`config.mk`:
```
export PLATFORM = sky130hd
export DESIGN_NAME = rect_drawer_flat
export DESIGN_NICKNAME = d
export VERILOG_FILES = /design/src/rtl/rect_drawer_if.sv /design/src/rtl/rect_drawer.sv /design/src/flat_wrapper.sv
export SDC_FILE = /design/constraint.sdc
export NUM_CORES = 1
export LEC_CHECK = 0
export ABC_AREA = 1
export ABC_CLOCK_PERIOD_IN_PS = 4090
export CORE_ASPECT_RATIO = 0.75
export CORE_MARGIN = 3
export CORE_UTILIZATION = 35
export DETAILED_ROUTE_END_ITERATION = 8
export PLACE_DENSITY_LB_ADDON = 0.3
export SYNTH_ARGS = -nofsm -noshare
export SYNTH_HDL_FRONTEND = slang
export SYNTH_SLANG_ARGS = --single-unit
```
`constraint.sdc`:
```
create_clock -name clk -period 4.09 [get_ports clk]
set_input_delay 0.818 -clock clk [delete_from_list [all_inputs] [get_ports clk]]
set_output_delay 0.818 -clock clk [all_outputs]
set_load 0.02 [all_outputs]
```
`src/rtl/rect_drawer_if.sv`:
```
// Bundles the command, pixel-stream and status signals of the rectangle raster generator.
// Latency: none; it only carries wires.
// Backpressure: ready from the slave's point of view is an input; valid/x/y hold while ready is low.
//   master: issues start/x0/y0/w/h/mode, drives ready, observes x/y/valid/busy/done
//   slave : the rectangle generator itself
interface rect_drawer_if #(
  parameter int CW = 11
);
  logic          start;
  logic [CW-1:0] x0;
  logic [CW-1:0] y0;
  logic [CW-1:0] w;
  logic [CW-1:0] h;
  logic          mode;
  logic          ready;
  logic [CW-1:0] x;
  logic [CW-1:0] y;
  logic          valid;
  logic          busy;
  logic          done;

  modport master (
    output start, x0, y0, w, h, mode, ready,
    input  x, y, valid, busy, done
  );

  modport slave (
    input  start, x0, y0, w, h, mode, ready,
    output x, y, valid, busy, done
  );
endinterface

```
`src/rtl/rect_drawer.sv`:
```
// Rectangle raster generator: streams pixel coordinates row-major (x fastest), filled or outline.
// Latency: first pixel valid one cycle after start is sampled in IDLE; one pixel per accepted cycle.
// Backpressure: x/y/valid hold while valid && !ready; done pulses one cycle after the last transfer.
//   clk, reset : clock and synchronous active-high reset
//   bus        : rect_drawer_if.slave (command in, pixel stream out, busy/done status)
module rect_drawer #(
  parameter int CW = 11
) (
  input  logic         clk,
  input  logic         reset,
  rect_drawer_if.slave bus
);

  typedef enum logic [1:0] {IDLE, DRAW, FINISH} state_t;

  state_t        state, state_n;
  logic [CW-1:0] x0_q, y0_q, w_q, h_q;
  logic [CW-1:0] x0_n, y0_n, w_n, h_n;
  logic          mode_q, mode_n;
  logic [CW-1:0] cx, cy, cx_n, cy_n;
  logic [CW-1:0] x_q, y_q, x_n, y_n;

  logic last_col, last_row, edge_row;

  // Termination is decided on the counters only, so coordinates may wrap freely.
  assign last_col = (cx == w_q - CW'(1));
  assign last_row = (cy == h_q - CW'(1));
  assign edge_row = (cy == '0) || last_row;

  always_ff @(posedge clk) begin
    if (reset) begin
      state  <= IDLE;
      x0_q   <= '0;
      y0_q   <= '0;
      w_q    <= '0;
      h_q    <= '0;
      mode_q <= 1'b0;
      cx     <= '0;
      cy     <= '0;
      x_q    <= '0;
      y_q    <= '0;
    end else begin
      state  <= state_n;
      x0_q   <= x0_n;
      y0_q   <= y0_n;
      w_q    <= w_n;
      h_q    <= h_n;
      mode_q <= mode_n;
      cx     <= cx_n;
      cy     <= cy_n;
      x_q    <= x_n;
      y_q    <= y_n;
    end
  end

  always_comb begin
    state_n = state;
    x0_n    = x0_q;
    y0_n    = y0_q;
    w_n     = w_q;
    h_n     = h_q;
    mode_n  = mode_q;
    cx_n    = cx;
    cy_n    = cy;
    x_n     = x_q;
    y_n     = y_q;

    case (state)
      IDLE: begin
        if (bus.start) begin
          x0_n   = bus.x0;
          y0_n   = bus.y0;
          w_n    = bus.w;
          h_n    = bus.h;
          mode_n = bus.mode;
          cx_n   = '0;
          cy_n   = '0;
          // An empty rectangle skips DRAW; x/y keep their previous values.
          if (bus.w == '0 || bus.h == '0) begin
            state_n = FINISH;
          end else begin
            state_n = DRAW;
            x_n     = bus.x0;
            y_n     = bus.y0;
          end
        end
      end

      DRAW: begin
        if (bus.ready) begin
          if (last_row && last_col) begin
            // Final pixel accepted: leave x/y on it and stop.
            state_n = FINISH;
          end else begin
            if (mode_q && !edge_row && cx == '0 && !last_col) begin
              // Outline interior row: skip straight from left to right edge.
              cx_n = w_q - CW'(1);
            end else if (last_col) begin
              cx_n = '0;
              cy_n = cy + CW'(1);
            end else begin
              cx_n = cx + CW'(1);
            end
            x_n = x0_q + cx_n;
            y_n = y0_q + cy_n;
          end
        end
      end

      FINISH: state_n = IDLE;

      default: state_n = IDLE;
    endcase
  end

  assign bus.x     = x_q;
  assign bus.y     = y_q;
  assign bus.valid = (state == DRAW);
  assign bus.busy  = (state != IDLE);
  assign bus.done  = (state == FINISH);

endmodule

```
`src/flat_wrapper.sv`:
```
// flat-port wrapper written by rule: the top's interface ports become plain ports
module rect_drawer_flat 
#(
  parameter int CW = 11
)
  (clk, reset, bus_start, bus_x0, bus_y0, bus_w, bus_h, bus_mode, bus_ready, bus_x, bus_y, bus_valid, bus_busy, bus_done);
  rect_drawer_if #(.CW(CW)) bus_i ();
  input  logic clk;
  input  logic reset;
  input wire logic [$bits(bus_i.start)-1:0] bus_start;
  input wire logic [$bits(bus_i.x0)-1:0] bus_x0;
  input wire logic [$bits(bus_i.y0)-1:0] bus_y0;
  input wire logic [$bits(bus_i.w)-1:0] bus_w;
  input wire logic [$bits(bus_i.h)-1:0] bus_h;
  input wire logic [$bits(bus_i.mode)-1:0] bus_mode;
  input wire logic [$bits(bus_i.ready)-1:0] bus_ready;
  output wire logic [$bits(bus_i.x)-1:0] bus_x;
  output wire logic [$bits(bus_i.y)-1:0] bus_y;
  output wire logic [$bits(bus_i.valid)-1:0] bus_valid;
  output wire logic [$bits(bus_i.busy)-1:0] bus_busy;
  output wire logic [$bits(bus_i.done)-1:0] bus_done;
  assign bus_i.start = bus_start;
  assign bus_i.x0 = bus_x0;
  assign bus_i.y0 = bus_y0;
  assign bus_i.w = bus_w;
  assign bus_i.h = bus_h;
  assign bus_i.mode = bus_mode;
  assign bus_i.ready = bus_ready;
  assign bus_x = bus_i.x;
  assign bus_y = bus_i.y;
  assign bus_valid = bus_i.valid;
  assign bus_busy = bus_i.busy;
  assign bus_done = bus_i.done;
  rect_drawer #(.CW(CW)) u_core (.clk(clk), .reset(reset), .bus(bus_i));
endmodule
```
Word level (Yosys, flattened, before mapping) --
Cells that the tools add are included.
Storage, ports and cells: register bits 91, bits of input ports 49, output and inout bits 25, word-level logic and storage cells 76
Cells by class: $add $sub $neg 6, eq/ne operators 9, muxes and demuxes 32, reductions and logical operators 19
Operators by type and width (number):
- two-way mux 11 bit | 23
- one-hot mux 11 bit (2 select lines) | 4
- logical NOT 11 bit | 4
- adder 11 x 1 -> 11 bit (second input constant) | 2
- adder 11 bit | 2
- == test 11 bit | 2
- subtractor 11 x 1 -> 11 bit (second input constant) | 2
- two-way mux 2 bit | 4
- inequality test 2 bit (second input constant) | 4
- AND reduction 5 bit | 1
- logical AND 1 bit | 4
- one-hot mux 2 bit (2 select lines) | 1
- AND reduction 4 bit | 1
- nonzero test 2 bit | 2
- AND reduction 3 bit | 1
- == test 2 x 1 -> 1 bit (second input constant) | 1
- == test 2 bit (second input constant) | 1
- logical NOT 1 bit | 2
- logical NOT 2 bit | 1
- logical OR 1 bit | 2
- inequality test 2 x 1 -> 1 bit (second input constant) | 1
- AND reduction 2 bit | 1

Longest topological paths before layout --
Gate-level depths: netlist of the first run.
depth after elaboration 15, gate-level depth with buffers 30, depth with buffers taken out 30

Least setup slack after synthesis of the first run --
No wires, ideal clock.
path kind register -> register, from register u_core.w_q[0], to register u_core.y_q[10] (netlist: u_core.bus.y[10]), setup time 0.132 ns, arrival 3.153 ns, data required time 3.958 ns, path slack 0.805 ns, cell stages (with the launch flop) 29, buffers on the path 0, clock period less this slack 3.285 ns, cell sequence dfxtp_1 > inv_2 > ha_1 > nand2_2 > o21ai_1 > nand2_1 > nand2_1 > nand2_1 > nor2_1 > nand2_1 > nor2_1 > nand3_2 > inv_1 > nand2_1 > xor2_1 > inv_2 > ha_1 > inv_1 > o21bai_1 > nand3_1 > nand2_1 > nand2_1 > nand4_1 > xor2_1 > inv_1 > nand2_1 > nand3_1 > nand2_1 > a21oi_1
On the way: word-level cells in the longest chain between the ends 12, elaborated cells on any way between the ends 16, those cells by class 2 x add/sub; 2 x eq/ne; 8 x mux; 4 x reduce/logical
Ends and longest elaborated chain:
- start: declaration | line rect_drawer.sv:17 | logic [CW-1:0] x0_q, y0_q, w_q, h_q;
- start signal: assignment | line rect_drawer.sv:46 | w_q <= w_n;
- subtractor 11 x 1 -> 11 bit * | line rect_drawer.sv:26 | assign last_col = (cx == w_q - CW'(1));
- == test 11 bit * | line rect_drawer.sv:26
- logical NOT 1 bit | line rect_drawer.sv:95 | if (mode_q && !edge_row && cx == '0 && !last_col) begin
- logical AND 1 bit | line rect_drawer.sv:95
- two-way mux 11 bit | line rect_drawer.sv:95
- two-way mux 11 bit | line rect_drawer.sv:91 | if (last_row && last_col) begin
- two-way mux 11 bit | line rect_drawer.sv:90 | if (bus.ready) begin
- two-way mux 11 bit | line rect_drawer.sv:68 | case (state)
- adder 11 bit | line rect_drawer.sv:105 | y_n = y0_q + cy_n;
- two-way mux 11 bit | line rect_drawer.sv:91
- two-way mux 11 bit | line rect_drawer.sv:90
- one-hot mux 11 bit (2 select lines) | line rect_drawer.sv:68
- end signal: assignment | line rect_drawer.sv:52 | y_q <= y_n;
- end: declaration | line rect_drawer.sv:21 | logic [CW-1:0] x_q, y_q, x_n, y_n;
Every way passes the cells marked *; elsewhere a longest branch is shown, timed or not. The select of a mux whose other input is x is not followed. A chain may end at the register's enable or synchronous reset.

Final worst setup path of the first run --
from register u_core.w_q[1], to register u_core.y_q[10] (netlist: u_core.bus.y[10])
The elaborated chain is that of the path after synthesis.

==> impl_results.md, run 1 <==
- Final setup vio count: 0
- FMAX: 263.2 MHz
- Critical path's largest stage delay: between 0.3 and 0.4 ns
- Port Buf Inserts: 73
- Tmin final: between 3 and 4 ns
- Wirelength per Cell: approximately 14 um
- Routed length on met2: 8356 um
- Crit Path Category: register to register
- Avg Cell Area, Syn: 6.468 sq um
- Vias in the first global route: between 6000 and 7000
- RSZ-0062 raised after global routing: false
- Diode count: 0
- Setup_tns: 0 ns
- Routed wire length: between 15000 and 20000 um
- Min-Delay Path Class: register to register
- First-pass GRT wire length: around 29000 um
- Largest net degree at the start of global routing: between 40 and 50
- Ys async rst share: 0%
- Critical path data arrival time: roughly 4.0 ns
- CTS Hold Bufs: 0
- Most frequent CP cell: nand2_1
- Slowest-stage cell, CP: ha_1
- Crit path from: u_core.w_q[1]$_SDFFE_PP0P_
- GPL Wtd Cong: 0.9116
- Worst Skew: approximately 0.0091 ns
- Core area: between 15000 and 20000 sq um
- Count of cell types in the netlist: 39
- Status: finished, final reports clean
- 1st-iter DRT viols: approximately 420
- Reg2reg start: u_core.w_q[1]$_SDFFE_PP0P_
- CTS H-tree lvls: 3
- Mapped cell area: about 6400 sq um
- Clk_lat worst skew: about 0.36 ns
- Rel. slew slack: a little under half
- Worst path required time: roughly 4.3 ns
- Drt via density: 4.955
- CTS Buf Count: 9
- Clock tree buffer depth: 2
- Number of synthesized register bits: 91
- WL met1: 8528 um
- Nets: approximately 1100
- Fin util: a little over two fifths
- # DRC: 0
- Top routing layer used: met4
- Initial core utilization: between 30% and 40%
- Max Cap Viol: 0
- Synth Net Count: 1068
- Share of cells above drive strength 1: a little over a tenth
- CTS tree: yes
- FP Rows: 42
- Critical Path Fanout Max: 9
- Synth warn: 0
- Number of synthesized flops with an enable pin: 0
- Peak VDD IR: about 0.00018 V
- Cell area after placement: about 7400 sq um
- Vias: roughly 6500
- Design Area, Final: just under 8000 sq um
- Ports: 74
- DP HPWL: 13740 um
- Nature of the critical path startpoint: register
- Die X: roughly 160 um
- Power Dens Cells: about 370 nW/um^2
- Remaining Overflow, GRT: 0
- Area Overhead vs Synth: 21.16%
- Crit share post-route: between 90% and 100%
- Root Driver: clkbuf_16
- Slew Limit Fails: 0
- Initial antenna violation count: 0
- Seq/Total Area, Yosys: around 28%
- Leak pwr: roughly 0.0033 uW
- Sink Count: between 90 and 100
- Cells after Synth: slightly below 1000
- Die height: roughly 120 um
- CP Capture Type: register
- GRT Util Overall: around 18%
- DRT antenna net count: 0
- Worst-Margin Slew: roughly 0.82 ns
- Met3 routed WL: approximately 740 um
- Final Hold Vio Count: 0
- Hold Crit Start: u_core.bus.y[2]$_SDFFE_PP0P_
- Ys flop type: dfxtp_1
- DRT Pass-1 Iters: 5
- Die area: approximately 20000 sq um
- Reg clk slew, reported paths: about 0.07 ns
## layout make-up
type	count	area, sq um
flip-flops and latches	91	1823
clock inverters	6	72.57
clock buffers	10	239.0
multi-input cells	752	4045
inverters	113	430.4
well taps	242	302.8
repair buffers	90	853.3
fillers	1882	10050
## critical path: cells and delay by family (launching register included)
family          cells  cell delay (ns)
compound gates      2             0.25
xor+xnor            2             0.38
fa+ha+maj           2             0.53
buf+inv             6             0.65
flops               1             0.34
simple gates       15             1.49
## metrics by stage
| step | power (uW) | hold slack, ns | worst slack (ns) | cells |
|---|---|---|---|---|
| after floorplan | 1695 | 0.4448 | 0.8049 | 991 |
| after global placement | 1968 | 0.4620 | 0.1293 | 1284 |
| after detailed placement | 1973 | 0.4585 | 0.1131 | 1284 |
| after CTS | 2877 | 0.4710 | 0.06901 | 1300 |
| after global routing | 3048 | 0.4869 | 0.01163 | 1304 |
| final | 2862 | 0.4691 | 0.2911 | 1304 |
## flip-flops by register name, summed over array words and instances (netlist names)
| name | flops |
|---|---|
| u_core.bus.x | 11 |
| u_core.bus.y | 11 |
| u_core.cx | 11 |
| u_core.cy | 11 |
| u_core.h_q | 11 |
| u_core.w_q | 11 |
| u_core.x0_q | 11 |
| u_core.y0_q | 11 |
| u_core.state | 2 |
| u_core.mode_q | 1 |
## path summary, 6_finish.rpt
path	slack, ns	depth (start not counted)	end
max	0.29	27	u_core.bus.y[10]$_SDFFE_PP0P_
min	0.47	2	u_core.bus.y[2]$_SDFFE_PP0P_
max reg2reg	0.29	27	u_core.bus.y[10]$_SDFFE_PP0P_
min reg2reg	0.47	2	u_core.bus.y[2]$_SDFFE_PP0P_
## cells in the final DEF (no fill, tap or decap), types with 4 or more instances in the layout
cell | netlist | final
a21oi_1 | 80 | 79
a21oi_2 | 20 | 21
a31oi_1 | 5 | 5
buf_4 | 3 | 17
clkbuf_16 | 0 | 9
clkdlybuf4s50_1 | 0 | 72
dfxtp_1 | 91 | 90
ha_1 | 26 | 23
inv_1 | 107 | 106
inv_2 | 6 | 5
nand2_1 | 254 | 254
nand2_2 | 26 | 26
nand3_1 | 74 | 74
nand3b_1 | 4 | 4
nand4_1 | 15 | 15
nor2_1 | 79 | 75
nor2_2 | 4 | 8
nor2_4 | 5 | 5
nor3_1 | 14 | 12
nor4_1 | 7 | 7
o21ai_0 | 80 | 78
o21ai_1 | 3 | 4
o21bai_1 | 7 | 7
xnor2_1 | 5 | 5
xor2_1 | 28 | 28
## layer usage
metal,vias up,global-route usage (%)
met4,0,3.836
met1,2953,24.60
li1,3372,-
met3,12,3.215
met2,124,30.36
met5,-,0
## power by group
group | switching [uW] | leakage [uW] | internal (uW)
Combinational | 582 | 0.00243 | 352
Clock | 389 | 0.000150 | 497
Sequential | 71.4 | 0.000748 | 970
Total | 1040 | 0.00333 | 1820
## cell usage after synthesis, types with 6 or more instances
library cell	count	area, sq um
o21bai_1	7	52.55
nand4_1	15	93.84
dfxtp_1	91	1822
a21oi_2	20	175.2
nor4_1	7	43.79
clkbuf_1	26	97.59
nor3_1	14	70.07
nand2_2	26	162.7
inv_1	107	401.6
nand3_1	74	370.4
o21ai_0	80	400.4
xor2_1	28	245.2
a21oi_1	80	400.4
nand2_1	254	953.4
ha_1	26	325.3
inv_2	6	22.52
nor2_1	79	296.5
## cells by family (layout without fill, tap and decap cells)
group	after synthesis	in the layout	share of synthesized area [%]
AND/OR/NAND/NOR	494	494	35.04
AO/OA/AOI/OAI	197	197	17.00
buffers and inverters	148	219	9.330
flip-flops	91	91	28.42
XOR/XNOR	33	33	4.509
adder cells (fa/ha/maj)	28	28	5.700
## timing repair
item                       in CTS  in global routing
setup buffers                   0                  4
gates resized for setup         0                 17
setup endpoints to repair       0                 14
(Power assumes the default switching activity.)
==> run 2: changes to the inputs <==
Settings changed: CORE_UTILIZATION 35 to 38.
==> run 2 against run 1 <==
Compared with the run above:
- utilization grew 3.9 points
- design area shrank 0.60%
- sequential share of layout area grew 0.12 points
- clock skew is essentially flat
- die area shrank 7.6%
- largest power group unchanged
- count of clock-buffer cells in the layout is the same
- sequential cell count is the same
==> impl_results.md, run 2 (synthesis gave the netlist of run 1 again) <==
- # DRC: 0 (unchanged)
- Nature of the critical path startpoint: register (unchanged)
- GRT Util Overall: 19.04% (was 18.11%)
- Setup_tns: 0 ns (unchanged)
- Crit path from: u_core.w_q[0]$_SDFFE_PP0P_ (was u_core.w_q[1]$_SDFFE_PP0P_)
- CP Capture Point: u_core.bus.y[8]$_SDFFE_PP0P_ (was u_core.bus.y[10]$_SDFFE_PP0P_)
- FMAX: 263.3 MHz (was 263.2 MHz)
- Slew Limit Fails: 0 (unchanged)
- Reg clk slew, reported paths: 0.07 ns (about the same)
- CTS Hold Bufs: 0 (unchanged)
- Share of cells above drive strength 1: 10.67% (was 10.92%)
- NetSw: 1045 uW (was 1043 uW)
- Vias: 6480 (was 6461)
- Core area: 16270 sq um (was 17810 sq um)
- Port Buf Inserts: 73 (unchanged)
- CTS H-tree lvls: 3 (unchanged)
- Leak pwr: 0.003310 uW (was 0.003325 uW)
- Comb pwr share: 32.5% (was 32.6%)
- Status: finished, final reports clean (unchanged)
- Crit Path Category: register to register (unchanged)
- Ports: 74 (unchanged)
- Final Hold Vio Count: 0 (unchanged)
- Crit Reg-Reg Endpoint: u_core.bus.y[8]$_SDFFE_PP0P_ (was u_core.bus.y[10]$_SDFFE_PP0P_)
- Slowest-stage cell, CP: fa_1 (was ha_1)
- Cells after DPL: 1250 (was 1284)
- Drt via density: 5.106 (was 4.955)
- DRT antenna net count: 0 (unchanged)
- CTS tree: yes (unchanged)
- Fin util: 47.46% (was 43.59%)
- Crit path max-delay family: adder cells (was simple AND/OR/NAND/NOR gates)
- Die area: 18480 sq um (was 19990 sq um)
- Initial antenna violation count: 0 (unchanged)
- Fin cells: 1269 (was 1304)
- Worst Skew: 0.009237 ns (was 0.009124 ns)
- Power share of the clock group: 30.8% (was 31.0%)
- Total power: 2844 uW (was 2862 uW)
- Clk_lat worst skew: 0.35 ns (was 0.36 ns)
- Power Dens Cells: 368.4 nW/um^2 (was 368.5 nW/um^2)
- Worst hold slack: 0.4719 ns (was 0.4691 ns)
- Die X: 156.0 um (was 162.3 um)
- Worst path buffer plus inverter count: 5 (was 6)
- Routed wire length: 17530 um (was 17780 um)
- DP HPWL: 13420 um (was 13740 um)
- Rel. slew slack: 47.12% (was 45.52%)
- Critical path data arrival time: 4.08 ns (was 4.01 ns)
- Die height: 118.5 um (was 123.2 um)
- Critical path's largest stage delay: 0.47 ns (was 0.36 ns)
- Initial core utilization: 39.41% (was 35.98%)
- Wirelength per Cell: 13.82 um (was 13.64 um)
- Clock tree buffer depth: 2 (unchanged)
- Diode count: 0 (unchanged)
- DRT Pass-1 Iters: 5 (unchanged)
- Most frequent CP cell: nand2_1 (unchanged)
- Peak VDD IR: 0.0001681 V (was 0.0001800 V)
- Commonest non-fill, non-tap cells in the layout: 253 x nand2_1, 106 x inv_1, 91 x dfxtp_1, 79 x a21oi_1, 78 x o21ai_0 (was 254 x nand2_1, 106 x inv_1, 90 x dfxtp_1, 79 x a21oi_1, 78 x o21ai_0)
- Crit share post-route: 92.85% (was 92.88%)
- Sink Count: 91 (unchanged)
- 1st-iter DRT viols: 438 (was 415)
- Largest net degree at the start of global routing: 44 (unchanged)
- Max Cap Viol: 0 (unchanged)
- Remaining Overflow, GRT: 0 (unchanged)
- Area Overhead vs Synth: 20.44% (was 21.16%)
- Final setup vio count: 0 (unchanged)
- Critical Path Fanout Max: 12 (was 9)
- CTS Buf Count: 9 (unchanged)
- Sequential share of power: 36.6% (was 36.4%)
- Min-Delay Path Class: register to register (unchanged)
- Root Driver: clkbuf_16 (unchanged)
- GPL Wtd Cong: 0.9104 (was 0.9116)
- First-pass GRT wire length: 29550 um (was 29500 um)
- Reg2reg start: u_core.w_q[0]$_SDFFE_PP0P_ (was u_core.w_q[1]$_SDFFE_PP0P_)
- R2r worst-path depth: 23 (was 27)
- Critical path depth in cells: 23 (was 27)
- Worst-Margin Slew: 0.7924 ns (was 0.8163 ns)
- FP Rows: 40 (was 42)
- Worst path required time: 4.37 ns (was 4.31 ns)
- Sw frac: 36.75% (was 36.44%)
- Pint: 1799 uW (was 1819 uW)
- Nets: 1131 (was 1134)
- Tmin final: 3.798 ns (was 3.799 ns)
- Vias in the first global route: 6157 (was 6034)
- R2R Setup Slk: 0.29 ns (about the same)
- Crit-path cells: inv_4 > ha_4 > inv_1 > nand2_1 > nand4_1 > nor2_2 > nand2_1 > inv_1 > nand2_1 > nor2_1 > nand3_2 > buf_4 > xor2_1 > inv_1 > ha_1 > fa_1 > a21oi_1 > o21bai_1 > a21oi_1 > o21ai_0 > o21ai_0 > nand2_1 > a21oi_2
- CP Capture Type: register (unchanged)
- Leading cell type in the layout, fill and taps excluded: nand2_1 (unchanged)
-- run 2: cell types whose count changed in the layout (fill, tap and decap cells not counted), moves of 2 or more --
| cell | previous run | this run |
|---|---|---|
| ha_1 | 23 | 21 |
| buf_4 | 17 | 14 |
| clkinv_4 | 2 | 0 |
| nor2_2 | 8 | 6 |
| inv_6 | 2 | 4 |
-- run 2: layout make-up --
type	count	area (sq um)
tap	210	262.8
clock buffer	10	229.0
fill	1688	8546
multi-input combinational	752	4075
clock inverter	6	70.07
inverter	113	430.4
sequential	91	1822
timing repair buffer	87	830.8
-- run 2: layer usage --
metal | routed length [um] | vias up | share of wire (%) | track usage [%]
met4 | 195 | 0 | 1.1 | 3.696
met2 | 7927 | 149 | 45 | 30.68
met3 | 764 | 16 | 4.4 | 2.818
met1 | 8646 | 2951 | 49 | 27.11
li1 | - | 3364 | - | -
met5 | 0 | - | 0 | 0
-- run 2: worst reg2reg max path, delay by kind of cell, from the launching register on --
family / cells / cell delay (ns)
buf+inv: 5 / 0.50
fa+ha+maj: 3 / 1.00
compound gates: 6 / 0.83
flops: 1 / 0.39
simple gates: 8 / 0.86
xor+xnor: 1 / 0.13
-- run 2: worst min path at each step --
stage,from,to,slack (ns),cells after the start
6_report,u_core.bus.y[4]$_SDFFE_PP0P_,u_core.bus.y[4]$_SDFFE_PP0P_,0.47,2
5_1_grt,u_core.bus.y[4]$_SDFFE_PP0P_,u_core.bus.y[4]$_SDFFE_PP0P_,0.49,2
4_1_cts,u_core.bus.y[4]$_SDFFE_PP0P_,u_core.bus.y[4]$_SDFFE_PP0P_,0.48,2
3_5_place_dp,u_core.bus.y[4]$_SDFFE_PP0P_,u_core.bus.y[4]$_SDFFE_PP0P_,0.46,2
3_3_place_gp,u_core.bus.x[2]$_SDFFE_PP0P_,u_core.bus.x[2]$_SDFFE_PP0P_,0.46,2
2_1_floorplan,u_core.w_q[10]$_SDFFE_PP0P_,u_core.w_q[10]$_SDFFE_PP0P_,0.44,2
-- run 2: per-stage QoR --
stage,cell area (sq um),worst slack [ns]
finish,7720,0.2923
global route,7720,-0.01177
CTS,7609,0.04542
detailed placement,7310,0.1193
global placement,7310,0.1523
floorplan,6410,0.8049
-- run 2: timing repair --
action                                  4_1_cts  5_1_grt
gates resized for setup                       0       21
endpoints found under the setup margin        0       13
buffers inserted                              0        3
-- run 2: power groups by stage --
stage	sequential [uW]	clock, uW	combinational (uW)
2_1_floorplan	1080	0	620
3_3_place_gp	1060	0	897
3_5_place_dp	1060	0	902
4_1_cts	1040	893	909
5_1_grt	1050	924	1040
6_report	1040	877	925
